File: src/rtl/div_by_5_bit_source.sv
// div_by_5_bit_source: serialises WIDTH-bit words MSB-first for the div_by_5 receiver and
// tracks the running remainder (mod DIVISOR) of the bits emitted so far in each frame.
module div_by_5_bit_source #(
   parameter  int unsigned WIDTH   = 10,
   parameter  int unsigned DIVISOR = 5,
   localparam int unsigned RW      = $clog2(DIVISOR)
) (
   input  logic             clk,
   input  logic             rst,
   input  logic             load_valid,
   output logic             load_ready,
   input  logic [WIDTH-1:0] load_data,
   input  logic             pause,
   output logic             out_bit,
   output logic             out_valid,
   output logic             out_last,
   output logic [RW-1:0]    exp_rem,
   output logic             exp_divisible
);

   localparam int unsigned CW = $clog2(WIDTH);

   typedef enum logic {
      IDLE  = 1'b0,
      SHIFT = 1'b1
   } state_t;

   state_t           state, state_d;
   logic [WIDTH-1:0] sreg, sreg_d;
   logic [CW-1:0]    cnt, cnt_d;
   logic [RW-1:0]    rem_acc, rem_d;
   logic [RW:0]      rem_dbl;
   logic [RW-1:0]    rem_next;
   logic             in_shift;
   logic             at_last;
   logic [WIDTH-1:0] sreg_shifted;

   // Status decode from the registered state
   always_comb begin
      in_shift     = (state == SHIFT);
      at_last      = in_shift && (cnt == '0);
      sreg_shifted = {sreg[WIDTH-2:0], 1'b0};
   end

   // Remainder step: {rem_acc, bit} == 2*rem_acc + bit, which is below 2*DIVISOR,
   // so one conditional subtract brings it back into range
   always_comb begin
      rem_dbl = {rem_acc, sreg[WIDTH-1]};
      if (rem_dbl >= (RW+1)'(DIVISOR)) begin
         rem_next = RW'(rem_dbl - (RW+1)'(DIVISOR));
      end else begin
         rem_next = RW'(rem_dbl);
      end
   end

   // Serial outputs, forced to zero outside a frame
   always_comb begin
      out_valid     = in_shift;
      out_bit       = in_shift && sreg[WIDTH-1];
      out_last      = at_last;
      exp_rem       = in_shift ? rem_next : '0;
      exp_divisible = in_shift && (rem_next == '0);
   end

   // Next-state and load handshake; a paused frame holds everything
   always_comb begin
      state_d    = state;
      sreg_d     = sreg;
      cnt_d      = cnt;
      rem_d      = rem_acc;
      load_ready = 1'b0;
      case (state)
         IDLE: begin
            load_ready = 1'b1;
            if (load_valid) begin
               state_d = SHIFT;
               sreg_d  = load_data;
               cnt_d   = CW'(WIDTH - 1);
               rem_d   = '0;
            end
         end
         SHIFT: begin
            if (!pause) begin
               if (at_last) begin
                  // Final bit: chain straight into the next word when one is offered
                  load_ready = 1'b1;
                  if (load_valid) begin
                     sreg_d = load_data;
                     cnt_d  = CW'(WIDTH - 1);
                     rem_d  = '0;
                  end else begin
                     state_d = IDLE;
                     sreg_d  = sreg_shifted;
                     rem_d   = rem_next;
                  end
               end else begin
                  sreg_d = sreg_shifted;
                  cnt_d  = cnt - CW'(1);
                  rem_d  = rem_next;
               end
            end
         end
         default: begin
            state_d = IDLE;
         end
      endcase
   end

   // State and datapath registers
   always_ff @(posedge clk or negedge rst) begin
      if (!rst) begin
         state   <= IDLE;
         sreg    <= '0;
         cnt     <= '0;
         rem_acc <= '0;
      end else begin
         state   <= state_d;
         sreg    <= sreg_d;
         cnt     <= cnt_d;
         rem_acc <= rem_d;
      end
   end

endmodule

File: config.mk
export PLATFORM = sky130hd
export DESIGN_NAME = div_by_5_bit_source
export DESIGN_NICKNAME = d
export VERILOG_FILES = /design/src/rtl/div_by_5_bit_source.sv
export SDC_FILE = /design/constraint.sdc
export NUM_CORES = 1
export LEC_CHECK = 0
export ABC_AREA = 1
export CORE_MARGIN = 1
export CORE_UTILIZATION = 27
export CTS_CLUSTER_SIZE = 30
export DETAILED_ROUTE_END_ITERATION = 12
export GPL_TIMING_DRIVEN = 0
export HOLD_SLACK_MARGIN = 0.02
export SLEW_MARGIN = 20
export SYNTH_ARGS = -nofsm -noshare
export SYNTH_HDL_FRONTEND = slang
export SYNTH_SLANG_ARGS = --single-unit
File: constraint.sdc
create_clock -name clk -period 1.75 [get_ports clk]
set_clock_uncertainty 0.15 [all_clocks]
set_input_delay 0.175 -clock clk [delete_from_list [all_inputs] [get_ports clk]]
set_output_delay 0.175 -clock clk [all_outputs]
set_load 0.02 [all_outputs]
---- Word-level counts from Yosys, hierarchy flattened ----
Index checks and enable logic that the tools add are counted.
word-level totals
  register bits after elaboration ......... 18
  input bits .............................. 14
cells by class
  $add $sub $neg .......................... 2
  order comparisons ....................... 1
  equal/unequal tests ..................... 2
  multiplexer cells ....................... 23
  bitwise logic cells ..................... 1
  reduce and logical (&&, ||, !) cells .... 6
operators by type and width
  operator                                                                number
  10-bit 2-to-1 mux                                                       4
  10-bit one-hot mux with 2 select lines                                  1
  3-bit 2-to-1 mux                                                        6
  4-bit 2-to-1 mux                                                        3
  4-bit one-hot mux with 2 select lines                                   1
  3-bit one-hot mux with 2 select lines                                   1
  1-bit 2-to-1 mux                                                        5
  4-bit by 3-bit >= comparator with 1-bit output (second input constant)  1
  4-bit logical NOT                                                       1
  2-bit inequality test (second input constant)                           2
  1-bit one-hot mux with 2 select lines                                   2
  4-bit by 1-bit subtractor with 4-bit output (second input constant)     1
  1-bit logical AND                                                       3
  3-bit logical NOT                                                       1
  3-bit subtractor (second input constant)                                1
  2-bit AND reduction                                                     1
  1-bit inverter                                                          1

---- Depth between registers and ports, before layout ----
  depth in word-level cells ............... 6
  depth in mapped cells ................... 9
  gate-level depth less buffers ........... 9

---- Least setup slack after synthesis ----
No wires, ideal clock.
  path kind ............................... flip-flop to output port
  start point ............................. register sreg[9]
  end point ............................... output port exp_divisible
  arrival time ............................ 1,488 ps
  required time ........................... 1,425 ps
  setup slack ............................. -63 ps
  stages on the path, launching flop included .. 9
  cells stage by stage .................... dfrtp_1 inv_1 ha_1 inv_1 nand2_1 nand3_1 nand2_1 nand2_1 nor3_1
between the ends
  cells in the longest elaborated chain, start to end .. 4
RTL lines
  element                                                                             RTL line  text
  from (decl)                                                                         29        logic [WIDTH-1:0] sreg, sreg_d;
  from (signal assigned)                                                              118       sreg <= sreg_d;
  4-bit by 3-bit >= comparator with 1-bit output or 3-bit subtractor (tied branches)  49, 50
  3-bit 2-to-1 mux *                                                                  49        if (rem_dbl >= (RW+1)'(DIVISOR)) begin
  3-bit logical NOT *                                                                 62        exp_divisible = in_shift && (rem_next == '0);
  1-bit logical AND *                                                                 62
  to (decl)                                                                           18        output logic exp_divisible
Every way passes the cells marked *; elsewhere a longest branch is shown, timed or not.

---- Final worst setup path ----
  start point ............................. register sreg[9]
  end point ............................... output port exp_rem[1]
between the ends
  cells in the longest elaborated chain, start to end .. 3
RTL lines
  element                                                                             RTL line  text
  4-bit by 3-bit >= comparator with 1-bit output or 3-bit subtractor (tied branches)  49, 50
  3-bit 2-to-1 mux *                                                                  49
  3-bit 2-to-1 mux *                                                                  61        exp_rem = in_shift ? rem_next : '0;
  to (decl)                                                                           17        output logic [RW-1:0] exp_rem,
Marked as above.

==> results.cfg <==
[synthesis]
ys_ff_latch = 18
synthAdderAreaFrac_pct = 4.42
async_reset_ff_share_pct = 100
synth_warnings = 0
yosysMostFrequentCell = nand2_1
ys.flop_type = dfrtp_1
ys_seq_area_share_pct = 39.8
synth_compound_area_share_pct = 7.07
yosys.area_share.simple_pct = 32.5
post_synth.cell_area_avg_um2 = 7.08
synth-edff-count = 0
synthXorXnorAreaFrac_pct = 0.773
ys_top_cells_by_area = dfrtp_1 (40%), nand2_1 (17%), inv_1 (11%)
syn_area_um2 = 1130
synth.distinct_cells = 20
synth_top_family_by_area = simple AND/OR/NAND/NOR gates
syn_inst = 160
synthMuxAreaShare_pct = 0
yosysTopAreaCell = dfrtp_1
synth_top_area_share_pct = 39.8
syn_nets = 178
synth_commonest_cells = nand2_1 (51), inv_1 (33), nand3_1 (24)

[placement]
io_buffers = 21
hpwl_um = 1750
post_dp_cell_area_um2 = 1410
gp_congestion = 0.763
pre_cts_slack_ps = -452

[sta]
finalHoldViolCount = 0
tns_ps = -347
worst_slack_ps = -126
tightest_slew_ps = 841
setup_viol = 4
period_share_pct = 107
timing.fmax_ghz = 0.533
rsz0062_at_grt = yes
final_max_slew_viol_count = 0
slew_headroom_pct = 43.7
period_needed_ps = 1880

[status]
violations = negative setup slack
status = finished, violations left

[clock_network]
clk_path_buf_depth = 2
clk_pin_slew_worst_paths_ps = 70
postCtsHoldBufs = 0
clkLatencyLatePin_ps = 250
cts_tree = built
ctsHtreeMaxLevel = 1
clock_sinks = 18
clk_root_buffer_cell = clkbuf_8
cts_made_buffers = 3

[global_route]
grt_start_max_net_pins = 19
grt_use_met1_pct = 16.9
grt_use_total_pct = 13.0
grt_overflow = 0
grt_pass1_wl_um = 4350
grt_pass1_vias = 989
met3_usage_pct = 2.05
grt_use_met2_pct = 22.0
antenna_found_initial = 0
top_usage_layer = met2

[floorplan]
core_area_um2 = 4000
dieArea_um2 = 4460
io-pin-count = 22
initial_utilization_pct = 28.3
die_h_um = 66.8
rows = 23
die_w_um = 66.8

[routing]
drtAntennaViolNets = 0
routedWlPerCell_um = 10.7
drt_wl_total_um = 2590
drt_first_iter_violations = 44
drc_errors = 0
dr.pass1.iters = 4
vias_per_cell = 4.38
num_vias = 1055

[pwr]
p_switching_mw = 1.19
seqPwrFrac_pct = 26.2
p_total_mw = 2.71
ir_drop_mv = 0.489
internal-power_mw = 1.52
combinationalPowerShare_pct = 63.1
p_clk_share_pct = 10.7
switching_share_pct = 43.9
powerDensity_nw_per_um2 = 1720
power_leakage_nw = 0.867

[layout]
layout.nets = 211
syn_to_final_growth_pct = 39.1
final_cell_area_um2 = 1580
num_antenna_cells = 0
drive_gt1_share_pct = 25.1
utilization_pct = 39.4

[worst_setup_path]
arrival_ps = 1550
critPathRequiredTime_ps = 1420
worstPathMaxFanout = 5
worstPathCellList = inv_2, ha_4, inv_2, nand2_4, nand3_4, nand2_2, buf_4, a21oi_2, buf_4
worst_path_largest_cell_delay_ps = 410
path_buf_inv = 4
slowest_stage = dfrtp_1
worstSetupEndpointType = primary output
crit_type = reg -> out
start_kind = flip-flop
path_delay_family = buffers and inverters

[run]
max-cap-violations = 0

[min_path]
hold_path_class = in -> async
final cells by class:
class | count | area, um2
clock buffers | 3 | 41.3
flip-flops and latches | 18 | 450
inverters | 35 | 131
repair buffers | 28 | 248
well taps | 50 | 62.6
multi-input cells | 102 | 596
fillers | 434 | 2420
plain buffers | 5 | 46.3
flip-flops by register name, indices dropped and copies added (netlist names):
| name | cells |
|---|---|
| rem_acc | 3 |
| out_valid | 1 |
| sreg | 10 |
| cnt | 4 |
per-stage QoR:
step	hold slack, ps	std cells
after global placement	312	231
after CTS	303	239
after floorplan	-271	160
after global routing	340	241
final	254	241
after detailed placement	316	231
power groups by stage:
stage | Clock (mW) | Combinational, mW | Sequential, mW
CTS | 0.297 | 1.54 | 0.709
global route | 0.314 | 1.94 | 0.736
detailed placement | 0 | 1.38 | 0.708
finish | 0.291 | 1.71 | 0.711
floorplan | 0 | 0.952 | 0.691
global placement | 0 | 1.36 | 0.705
timing repair:
action,in CTS,in global routing
pin swaps,4,5
setup buffers,5,2
setup endpoints to repair,7,7
gates resized for setup,46,12
cell usage in the layout (no fill, tap or decap), types with 2 or more instances in the layout:
master           netlist  final
nand2_1               51     45
inv_1                 33     28
nand3_1               24     23
dfrtp_1               18     18
clkdlybuf4s50_1        0     14
buf_4                  0     11
inv_2                  2      7
nand2_2                2      6
buf_6                  3      4
nand4_1                4      4
o21ai_0                5      3
clkbuf_8               0      3
nand2_4                0      2
a21oi_2                0      2
o21ai_1                1      2
nor2_1                 2      2
buf_2                  2      2
o22ai_1                2      2
ha_4                   0      2
kinds of logic after synthesis:
family,Yosys count
compound gates,12
xor+xnor,1
fa+ha+maj,4
buf+inv,40
flops,18
simple gates,85
worst paths after layout:
check | startpoint | end | slack (ps) | depth (start not counted)
min in group clk | sreg[5]$_DFFE_PN0P_ | sreg[5]$_DFFE_PN0P_ | 330 | 2
max reg2reg | sreg[9]$_DFFE_PN0P_ | rem_acc[1]$_DFFE_PN0P_ | 120 | 10
min reg2reg | sreg[5]$_DFFE_PN0P_ | sreg[5]$_DFFE_PN0P_ | 330 | 2
max in group asynchronous | rst | sreg[4]$_DFFE_PN0P_ | 680 | 1
min | rst | rem_acc[1]$_DFFE_PN0P_ | 250 | 1
max | sreg[9]$_DFFE_PN0P_ | exp_rem[1] | -130 | 9
layer usage:
metal  up-vias  wire [um]
li1        560          -
met1       470       1200
met2        21       1270
met3         4         93
met4         0         27
met5         -          0
Note: power is estimated with default switching activity, not from simulation.
